File: config.mk
export PLATFORM = sky130hd
export DESIGN_NAME = instr_decode_unit
export DESIGN_NICKNAME = d
export VERILOG_FILES = /design/src/rtl/mips_pkg.sv /design/src/rtl/alu_control.sv /design/src/rtl/instr_decode_unit.sv
export SDC_FILE = /design/constraint.sdc
export NUM_CORES = 1
export LEC_CHECK = 0
export CAP_MARGIN = 15
export CORE_UTILIZATION = 30
export DETAILED_ROUTE_END_ITERATION = 10
export MAX_ROUTING_LAYER = met4
export PLACE_DENSITY = 0.77
export SLEW_MARGIN = 20
export SYNTH_ARGS = -nofsm -noshare
export SYNTH_HDL_FRONTEND = slang
export SYNTH_SLANG_ARGS = --single-unit
File: constraint.sdc
create_clock -name clk -period 2.2 [get_ports clk]
set_input_delay 0.33 -clock clk [delete_from_list [all_inputs] [get_ports clk]]
set_output_delay 0.33 -clock clk [all_outputs]
set_load 0.1 [all_outputs]
File: src/rtl/mips_pkg.sv
// Shared MIPS encodings: opcodes, functs, ALUOp and ALU control codes, class decode helper.
// Combinational helpers only; no state and no flow control.
// Consumers: instr_decode_unit, alu_control.
package mips_pkg;

  localparam logic [5:0] OP_RTYPE = 6'b000000;
  localparam logic [5:0] OP_J     = 6'b000010;
  localparam logic [5:0] OP_JAL   = 6'b000011;
  localparam logic [5:0] OP_BEQ   = 6'b000100;
  localparam logic [5:0] OP_BNE   = 6'b000101;
  localparam logic [5:0] OP_ADDI  = 6'b001000;
  localparam logic [5:0] OP_ANDI  = 6'b001100;
  localparam logic [5:0] OP_LW    = 6'b100011;
  localparam logic [5:0] OP_SW    = 6'b101011;

  localparam logic [5:0] FN_ADD = 6'b100000;
  localparam logic [5:0] FN_SUB = 6'b100010;
  localparam logic [5:0] FN_AND = 6'b100100;
  localparam logic [5:0] FN_OR  = 6'b100101;
  localparam logic [5:0] FN_SLT = 6'b101010;
  localparam logic [5:0] FN_JR  = 6'b001000;

  localparam logic [1:0] ALUOP_ADD   = 2'b00;
  localparam logic [1:0] ALUOP_SUB   = 2'b01;
  localparam logic [1:0] ALUOP_FUNCT = 2'b10;
  localparam logic [1:0] ALUOP_AND   = 2'b11;

  localparam logic [2:0] ALU_ADD = 3'b010;
  localparam logic [2:0] ALU_SUB = 3'b110;
  localparam logic [2:0] ALU_AND = 3'b000;
  localparam logic [2:0] ALU_OR  = 3'b001;
  localparam logic [2:0] ALU_SLT = 3'b111;

  typedef struct packed {
    logic rtype;
    logic addi;
    logic andi;
    logic lw;
    logic sw;
    logic j;
    logic jal;
    logic jr;
    logic beq;
    logic bne;
    logic illegal;
  } dec_t;

  // Exactly one field is set for any opcode/funct pair.
  function automatic dec_t decode_word(input logic [5:0] op, input logic [5:0] funct);
    dec_t d;
    d = '0;
    case (op)
      OP_RTYPE: begin
        case (funct)
          FN_ADD, FN_SUB, FN_AND, FN_OR, FN_SLT: d.rtype = 1'b1;
          FN_JR:                                 d.jr    = 1'b1;
          default:                               d.illegal = 1'b1;
        endcase
      end
      OP_ADDI: d.addi = 1'b1;
      OP_ANDI: d.andi = 1'b1;
      OP_LW:   d.lw   = 1'b1;
      OP_SW:   d.sw   = 1'b1;
      OP_J:    d.j    = 1'b1;
      OP_JAL:  d.jal  = 1'b1;
      OP_BEQ:  d.beq  = 1'b1;
      OP_BNE:  d.bne  = 1'b1;
      default: d.illegal = 1'b1;
    endcase
    return d;
  endfunction

endpackage

File: src/rtl/alu_control.sv
// ALU control: maps ALUOp plus funct to the 3-bit ALU operation code.
// Latency: purely combinational, zero cycles.
// Backpressure: none; output follows inputs.
module alu_control
  import mips_pkg::*;
(
  input  logic [1:0] ALUOp,
  input  logic [5:0] funct,
  output logic [2:0] alu_ctrl
);

  always_comb begin
    alu_ctrl = ALU_ADD;
    case (ALUOp)
      ALUOP_ADD: alu_ctrl = ALU_ADD;
      ALUOP_SUB: alu_ctrl = ALU_SUB;
      ALUOP_AND: alu_ctrl = ALU_AND;
      default: begin
        // Unknown functs (including jr) fall back to add.
        case (funct)
          FN_ADD:  alu_ctrl = ALU_ADD;
          FN_SUB:  alu_ctrl = ALU_SUB;
          FN_AND:  alu_ctrl = ALU_AND;
          FN_OR:   alu_ctrl = ALU_OR;
          FN_SLT:  alu_ctrl = ALU_SLT;
          default: alu_ctrl = ALU_ADD;
        endcase
      end
    endcase
  end

endmodule

File: src/rtl/instr_decode_unit.sv
// IR/MDR plus opcode decode for the multicycle core; ILLEGAL_TRAP_EN adds illegal tracking.
// Latency: IR/MDR one edge; flags, fields and alu_ctrl combinational from registered state.
// Backpressure: none; IR loads whenever IRWrite is high, MDR every edge.
module instr_decode_unit
  import mips_pkg::*;
#(
  parameter int ILLEGAL_CNT_W = 8
) (
  input  logic                     clk,
  input  logic                     rst,
  input  logic [31:0]              mem_rdata,
  input  logic                     IRWrite,
  input  logic [1:0]               ALUOp,
  output logic                     RT,
  output logic                     addi,
  output logic                     andi,
  output logic                     lw,
  output logic                     sw,
  output logic                     j,
  output logic                     jal,
  output logic                     jr,
  output logic                     beq,
  output logic                     bne,
  output logic                     illegal,
  output logic [4:0]               rs,
  output logic [4:0]               rt,
  output logic [4:0]               rd,
  output logic [31:0]              imm_sext,
  output logic [31:0]              imm_sl2,
  output logic [25:0]              jtarget,
  output logic [2:0]               alu_ctrl,
  output logic [31:0]              mdr,
  output logic                     illegal_seen,
  output logic [ILLEGAL_CNT_W-1:0] illegal_cnt
);

  logic [31:0] ir;
  logic        ir_valid;
  dec_t        dec_ir;
  dec_t        dec;

  always_ff @(posedge clk or negedge rst) begin
    if (!rst) begin
      ir       <= '0;
      ir_valid <= 1'b0;
      mdr      <= '0;
    end else begin
      mdr <= mem_rdata;
      if (IRWrite) begin
        ir       <= mem_rdata;
        ir_valid <= 1'b1;
      end
    end
  end

  // ir_valid clears asynchronously, so flags drop the moment reset asserts.
  assign dec_ir = decode_word(ir[31:26], ir[5:0]);
  assign dec    = ir_valid ? dec_ir : '0;

  assign RT      = dec.rtype;
  assign addi    = dec.addi;
  assign andi    = dec.andi;
  assign lw      = dec.lw;
  assign sw      = dec.sw;
  assign j       = dec.j;
  assign jal     = dec.jal;
  assign jr      = dec.jr;
  assign beq     = dec.beq;
  assign bne     = dec.bne;
  assign illegal = dec.illegal;

  assign rs       = ir[25:21];
  assign rt       = ir[20:16];
  assign rd       = ir[15:11];
  assign imm_sext = {{16{ir[15]}}, ir[15:0]};
  assign imm_sl2  = {imm_sext[29:0], 2'b00};
  assign jtarget  = ir[25:0];

  alu_control u_alu_control (
    .ALUOp    (ALUOp),
    .funct    (ir[5:0]),
    .alu_ctrl (alu_ctrl)
  );

`ifdef ILLEGAL_TRAP_EN
  dec_t dec_in;
  assign dec_in = decode_word(mem_rdata[31:26], mem_rdata[5:0]);

  // Counts each loading edge, so a held IRWrite on an illegal word counts repeatedly.
  always_ff @(posedge clk or negedge rst) begin
    if (!rst) begin
      illegal_seen <= 1'b0;
      illegal_cnt  <= '0;
    end else if (IRWrite && dec_in.illegal) begin
      illegal_seen <= 1'b1;
      if (illegal_cnt != {ILLEGAL_CNT_W{1'b1}})
        illegal_cnt <= illegal_cnt + ILLEGAL_CNT_W'(1);
    end
  end
`else
  assign illegal_seen = 1'b0;
  assign illegal_cnt  = '0;
`endif

endmodule

==> results of run 1 <==
[metrics by stage]
step / worst slack, ps / std cells / area [µm²] / hold slack (ps) / power, mW
2_1_floorplan: -841 / 271 / 3200 / 34.4 / 3.60
3_3_place_gp: 337 / 473 / 4600 / 406 / 4.03
3_5_place_dp: 314 / 473 / 4600 / 419 / 4.05
4_1_cts: 6.51 / 489 / 4760 / 42.8 / 4.91
5_1_grt: -49.1 / 490 / 4830 / 79.6 / 5.04
6_report: 28.5 / 490 / 4830 / 44.2 / 4.87
[area by class of cell]
class	count	area (µm²)
clock buffers	12	135
flip-flops and latches	65	1630
repair buffers	188	2120
well taps	133	166
clock inverters	4	20.0
multi-input cells	85	746
inverters	3	11.3
fillers	866	5130
[Yosys cell counts, drive strengths merged, types with 2 or more instances]
library cell / count
nand3b: 2
dfrtp: 65
mux2: 31
nand2b: 3
nor2b: 2
nor3: 4
nor4: 4
nand2: 7
nor2: 5
o21ai: 4
inv: 3
buf: 118
[state kept, by name (all words and copies together), names as in the netlist]
| name | count |
|---|---|
| mdr | 32 |
| ir | 32 |
| ir_valid | 1 |
[cells by family (layout without fill, tap and decap cells)]
group,count (synthesis),after routing
buffers and inverters,121,207
flip-flops,65,65
AND/OR/NAND/NOR,33,33
multiplexers,32,32
AO/OA/AOI/OAI,9,9
other,1,11
[how the worst max path moves through the flow]
stage	cells past startpoint	slack (ps)	start	endpoint
2_1_floorplan	2	-840	ir[30]	jal
3_3_place_gp	5	340	ALUOp[1]	alu_ctrl[2]
3_5_place_dp	5	310	ALUOp[1]	alu_ctrl[2]
4_1_cts	5	7	ir[30]	illegal
5_1_grt	5	-50	ir[30]	illegal
6_report	4	30	ir[30]	sw
[power groups by stage]
| stage | Sequential (mW) | Clock [mW] | Combinational (mW) |
|---|---|---|---|
| 2_1_floorplan | 1.61 | 0 | 2.00 |
| 3_3_place_gp | 1.39 | 0 | 2.64 |
| 3_5_place_dp | 1.39 | 0 | 2.65 |
| 4_1_cts | 1.37 | 0.880 | 2.66 |
| 5_1_grt | 1.39 | 0.937 | 2.71 |
| 6_report | 1.38 | 0.830 | 2.66 |
[routing by layer]
layer | wire length, µm | track usage [%] | up-vias
li1 | - | - | 913
met1 | 2590 | 13.6 | 976
met2 | 3330 | 20.6 | 139
met3 | 548 | 5.14 | 19
met4 | 210 | 5.71 | 0
met5 | 0 | - | -
[timing repair]
action | in CTS | in global routing
hold buffers | 0 | 0
endpoints found under the setup margin | 1 | 7
gates resized for setup | 1 | 11
pin swaps | 0 | 3
cloned | 0 | 0
buffers inserted | 0 | 1
==> Implementation_results.wiki, run 1 <==
{| class="wikitable"
! Metric !! Value
|-
| Clk Latency, worst-skew pair || 320 ps
|-
| Die ar. || 0.0108 mm²
|-
| Comb pwr share || 54.7%
|-
| Setup repair after global routing missed its margin || yes
|-
| Buffer type at the clock tree root || sky130_fd_sc_hd__clkbuf_8
|-
| Count of input and output buffers || 185
|-
| Xor-xnor portion of the synthesized cell area || 0%
|-
| Transition at the pin with the smallest max-transition slack || 797 ps
|-
| Worst path cell trace || buf_4 > nand3b_1 > nor3_1 > buf_12
|-
| Fraction of synthesized cell area taken by the top area cell type || 52.0%
|-
| Leading cell type in the layout, fill and taps excluded || sky130_fd_sc_hd__buf_4
|-
| FF-to-FF setup slack || 1150 ps
|-
| CTS Buf Count || 9
|-
| Post-Synth Simple-Gate Area || 5.92%
|-
| Synth Area in Compound Gates || 2.00%
|-
| Core area || 0.00995 mm²
|-
| Overflow left after global routing || 0
|-
| H-tree levels || 3
|-
| Max stage delay on crit path || 450 ps
|-
| Cell count after synthesis || 261
|-
| Area Growth Syn to Fin || 54.3%
|-
| Vias in the first global route || 1,998
|-
| Number of antenna violations at the first check in global routing || 0
|-
| Residual antenna-violating net count after detailed routing || 0
|-
| Router iterations before antenna repair || 4
|-
| Pin count of the biggest net entering global routing || 39
|-
| CTS clk-pin slew, worst paths || 70 ps
|-
| Number of maximum-capacitance constraint violations || 0
|-
| Synth warnings || 0
|-
| I/O pin count || 197
|-
| Multiplexer fraction of the synthesized cell area || 11.6%
|-
| Pins Over Slew Limit || 0
|-
| Drt initial violations || 36
|-
| Start-to-end type of the worst setup path || reg2out
|-
| Count of final hold-check violations || 0
|-
| FF-to-FF path depth || 2
|-
| Highest-count cells in the layout ignoring fill and taps || 102 x sky130_fd_sc_hd__buf_4, 62 x sky130_fd_sc_hd__dfrtp_1, 50 x sky130_fd_sc_hd__buf_12
|-
| Total leakage power || 2.20 nW
|-
| Portion of total power attributed to sequential cells || 28.3%
|-
| Proportion of total power due to net switching || 52.8%
|-
| Count of clock tree sinks || 65
|-
| Sequential cell area fraction in the yosys report || 52.0%
|-
| # DRC || 0
|-
| Via-per-instance ratio || 4.18
|-
| Placer Congestion || 0.744
|-
| Minimum clock period after layout || 2170 ps
|-
| Tightest Hold Check Type || in2async
|-
| CTS max path bufs || 2
|-
| HPWL after DPL || 5.02 mm
|-
| Antenna fix cells || 0
|-
| Top cells by area in the synthesized netlist || sky130_fd_sc_hd__dfrtp_1 52%, sky130_fd_sc_hd__buf_4 27%, sky130_fd_sc_hd__mux2_2 11%, sky130_fd_sc_hd__nand2_1 0.84%, sky130_fd_sc_hd__buf_2 0.64%
|-
| Cell type with the largest total area after synthesis || sky130_fd_sc_hd__dfrtp_1
|-
| Worst-path fanout max || 4
|-
| CP delay by family, top || simple AND/OR/NAND/NOR gates
|-
| Number of distinct library cells after synthesis || 28
|-
| Start of the worst register-to-register path || ir[31]
|-
| Combined buffer and inverter count along the critical path || 2
|-
| Main combinational cell family by area after synthesis || buffers and inverters
|-
| Endpoint of the lowest-slack register-to-register path || ir[31]
|-
| Status || finished, final reports clean
|-
| Area of the mapped netlist || 0.00313 mm²
|-
| Post-synthesis average cell area || 12.0 µm²
|-
| Layout cells sized above 1 || 60.5%
|-
| Fmax || 0.461 GHz
|-
| Net Sw Power || 2.57 mW
|-
| Crit-path slowest cell || sky130_fd_sc_hd__nor3_1
|-
| Setup_tns || 0 ps
|-
| Power density over the cells || 1010 mW/mm²
|-
| Total Wirelength || 6.69 mm
|-
| Setup skew after layout || 0 ps
|-
| Global-route wire length before repair || 10.5 mm
|-
| Element type at the critical path start || flip-flop
|-
| VDD IR max || 0.000459 V
|-
| Internal power || 2.30 mW
|-
| Period utilization || 98.7%
|-
| Starting Density || 31.4%
|-
| Total routing resource utilization after global routing || 12.7%
|-
| FFs w/ async S/R, synth || 100%
|-
| Setup-failing EPs final || 0
|-
| CTS tree || built
|-
| Adder-cell share of the synthesized area || 0%
|-
| Die H || 104 µm
|-
| Site row count || 36
|-
| Net count reported at finish || 389
|-
| Arrival time of the worst setup path || 1840 ps
|-
| Total via count after detailed routing || 2,047
|-
| Core occupancy in the finished layout || 48.5%
|-
| Count of flip-flops with a built-in enable after synthesis || 0
|-
| Endpoint type of the worst setup path || output port
|-
| X dimension of the die || 104 µm
|-
| Main flop type after synthesis || sky130_fd_sc_hd__dfrtp_1
|-
| Synth Register Bits || 65
|-
| Clock Power Share || 17.0%
|-
| Mean routed wirelength per cell || 13.6 µm
|-
| Worst slew margin relative to its limit || 46.9%
|-
| CP Data Required Time || 1870 ps
|}
Note: power is estimated with default switching activity, not from simulation.
==> run 2, diff against run 1 <==
--- a/config.mk
+++ b/config.mk
@@ -8,8 +8,9 @@
 export CAP_MARGIN = 15
 export CORE_UTILIZATION = 30
 export DETAILED_ROUTE_END_ITERATION = 10
+export HOLD_SLACK_MARGIN = 0.12
 export MAX_ROUTING_LAYER = met4
-export PLACE_DENSITY = 0.77
+export PLACE_DENSITY = 0.79
 export SLEW_MARGIN = 20
 export SYNTH_ARGS = -nofsm -noshare
 export SYNTH_HDL_FRONTEND = slang
==> constraint.sdc (replaced) <==
create_clock -name clk -period 1.8 [get_ports clk]
set_input_delay 0.27 -clock clk [delete_from_list [all_inputs] [get_ports clk]]
set_output_delay 0.27 -clock clk [all_outputs]
set_load 0.1 [all_outputs]
==> Implementation_results.wiki, run 2 (synthesis gave the netlist of run 1 again) <==
{| class="wikitable"
! Metric !! Value
|-
| Highest-count cells in the layout ignoring fill and taps || 99 x sky130_fd_sc_hd__buf_12, 76 x sky130_fd_sc_hd__buf_4, 60 x sky130_fd_sc_hd__dfrtp_1
|-
| Net count reported at finish || 417 (+7.2%)
|-
| Worst-path fanout max || 2 (-2)
|-
| Number of standard cells in the final layout excluding fillers || 518 (+5.7%)
|-
| WHS Endpoint || ir[2]
|-
| Overflow left after global routing || 0 (unchanged)
|-
| Count of final hold-check violations || 0 (unchanged)
|-
| Layout cells sized above 1 || 69.1% (+8.6 points)
|-
| Starting Density || 31.4% (unchanged)
|-
| Setup-failing EPs final || 11 (+11)
|-
| HPWL after DPL || 5.98 mm (+19%)
|-
| Total Wirelength || 7.87 mm (+18%)
|-
| Clk Latency, worst-skew pair || 330 ps (about the same)
|-
| Total leakage power || 2.64 nW (+20%)
|-
| Router iterations before antenna repair || 4 (unchanged)
|-
| Crit-path slowest cell || sky130_fd_sc_hd__dfrtp_1
|-
| Power density over the cells || 1160 mW/mm² (+15%)
|-
| Area Growth Syn to Fin || 88.4%
|-
| Violated checks || setup timing
|-
| Final Worst Setup Slack || -220 ps (-248 ps)
|-
| Regs by FF count || ir x32, mdr x32, ir_valid x1
|-
| Vias in the first global route || 2,225 (+11%)
|-
| CTS tree || built
|-
| CP Data Required Time || 1530 ps (-340 ps)
|-
| Total routing resource utilization after global routing || 15.0% (+2.3 points)
|-
| Source of the worst hold timing path || IRWrite
|-
| Endpoint of the lowest-slack register-to-register path || ir[4]
|-
| Pins Over Slew Limit || 0 (unchanged)
|-
| Setup repair after global routing missed its margin || yes
|-
| Worst hold margin || 373 ps (+329 ps)
|-
| Core area || 0.00995 mm² (unchanged)
|-
| Setup_tns || -1420 ps (-1420 ps)
|-
| Number of maximum-capacitance constraint violations || 0 (unchanged)
|-
| Die ar. || 0.0108 mm² (unchanged)
|-
| Buffer type at the clock tree root || sky130_fd_sc_hd__clkbuf_8
|-
| Core occupancy in the finished layout || 59.2% (+11 points)
|-
| FF-to-FF setup slack || 720 ps (-430 ps)
|-
| FF-to-FF path depth || 3 (+1)
|-
| Start of the worst register-to-register path || ir[4]
|-
| Count of clock tree sinks || 65 (unchanged)
|-
| Tightest Hold Check Type || in2reg
|-
| Minimum clock period after layout || 2020 ps
|-
| Pin count of the biggest net entering global routing || 38 (-2.6%)
|-
| # placed instances || 493 (+4.2%)
|-
| Leading cell type in the layout, fill and taps excluded || sky130_fd_sc_hd__buf_12
|-
| Final standard cell area without fillers || 0.00589 mm² (+22%)
|-
| VDD IR max || 0.000984 V (+110%)
|-
| Residual antenna-violating net count after detailed routing || 0 (unchanged)
|-
| Mean routed wirelength per cell || 15.2 µm (+11%)
|-
| Status || finished, violations left
|-
| Count of input and output buffers || 185 (unchanged)
|-
| Site row count || 36 (unchanged)
|-
| H-tree levels || 3 (unchanged)
|-
| Layout fillers || 741 (-14%)
|-
| Antenna fix cells || 0 (unchanged)
|-
| CTS clk-pin slew, worst paths || 70 ps (about the same)
|-
| Max stage delay on crit path || 390 ps (-60 ps)
|-
| Period utilization || 112%
|-
| Via-per-instance ratio || 4.24 (+1.4%)
|-
| Pre-CTS worst setup slack || 50.9 ps (-263 ps)
|-
| CTS Buf Count || 9 (unchanged)
|-
| Pwr Total || 6.84 mW (+41%)
|-
| Placer Congestion || 0.839 (+13%)
|-
| Drt initial violations || 41 (+14%)
|-
| Global-route wire length before repair || 12.2 mm (+17%)
|-
| X dimension of the die || 104 µm (unchanged)
|-
| CTS max path bufs || 2 (unchanged)
|-
| Setup skew after layout || 0 ps (unchanged)
|-
| Worst path cell trace || nand2b_2 > a2111oi_4 > buf_4 > o22ai_4 > buf_12
|-
| Fmax || 0.495 GHz
|-
| Endpoint type of the worst setup path || output port
|-
| Arrival time of the worst setup path || 1750 ps (-90 ps)
|-
| Post-Place Cell Area || 0.00546 mm² (+19%)
|-
| Worst hold path stage count || 3
|-
| I/O pin count || 197 (unchanged)
|-
| Number of antenna violations at the first check in global routing || 0 (unchanged)
|-
| Die H || 104 µm (unchanged)
|-
| Element type at the critical path start || flip-flop
|-
| Total via count after detailed routing || 2,195 (+7.2%)
|-
| Start-to-end type of the worst setup path || reg2out
|-
| # DRC || 0 (unchanged)
|}
## run 2: cell count changes in the layout (fill, tap and decap cells not counted), moves of 3 or more
| cell | delta |
|---|---|
| sky130_fd_sc_hd__clkbuf_1 | -3 |
| sky130_fd_sc_hd__clkinv_2 | -3 |
| sky130_fd_sc_hd__nor3_1 | -4 |
| sky130_fd_sc_hd__nor3_4 | +3 |
| sky130_fd_sc_hd__buf_12 | +49 |
| sky130_fd_sc_hd__nor4_4 | +3 |
| sky130_fd_sc_hd__nor2_4 | +3 |
| sky130_fd_sc_hd__buf_4 | -26 |
| sky130_fd_sc_hd__buf_6 | +4 |
| sky130_fd_sc_hd__nand2_1 | -3 |
## run 2: report_power, final
part	switching [mW]	total [mW]	leakage (nW)	internal, mW
Clock	0.577	1.40	0.113	0.822
Combinational	2.63	3.74	1.77	1.12
Sequential	0.133	1.70	0.752	1.57
Total	3.34	6.84	2.64	3.51
## run 2: how the worst max path moves through the flow
stage,startpoint,endpoint,slack [ps],cells past startpoint
after floorplan,ir[30],bne,-340,2
after global placement,ir[28],illegal,100,5
after detailed placement,ir[30],illegal,50,5
after CTS,ir[30],beq,-240,5
after global routing,ir[29],illegal,-290,5
final,ir[29],illegal,-220,5
## run 2: critical path, delay by kind of cell, from the launching register on
kind | cells | cell delay, ps
buffers and inverters | 2 | 350
and+or+nand+nor | 1 | 230
DFF | 1 | 390
AOI/OAI and AO/OA | 2 | 440
## run 2: area by class of cell
class | instances | area (µm²) | share of cell area, %
tap | 133 | 166 | 2.82
clock buffer | 10 | 138 | 2.33
inverter | 3 | 11.3 | 0.191
clock inverter | 6 | 90.1 | 1.53
sequential | 65 | 1630 | 27.7
timing repair buffer | 216 | 2960 | 50.2
multi-input combinational | 85 | 898 | 15.2
## run 2: timing repair
| item | CTS | global route |
|---|---|---|
| setup endpoints to repair | 14 | 14 |
| buffers inserted | 5 | 4 |
| hold buffers | 1 | 0 |
| pin swaps | 7 | 5 |
| resized for setup | 20 | 8 |
| endpoints found under the hold margin | 65 | 0 |
## run 2: metal layers
layer / routed length, µm / vias up / global-route usage [%] / share of wire (%)
met5: 0 / - / - / 0
met4: 210 / 0 / 5.82 / 2.7
met3: 604 / 15 / 5.45 / 7.7
met2: 4100 / 140 / 25.3 / 52
met1: 2950 / 1063 / 16.0 / 38
li1: - / 977 / - / -
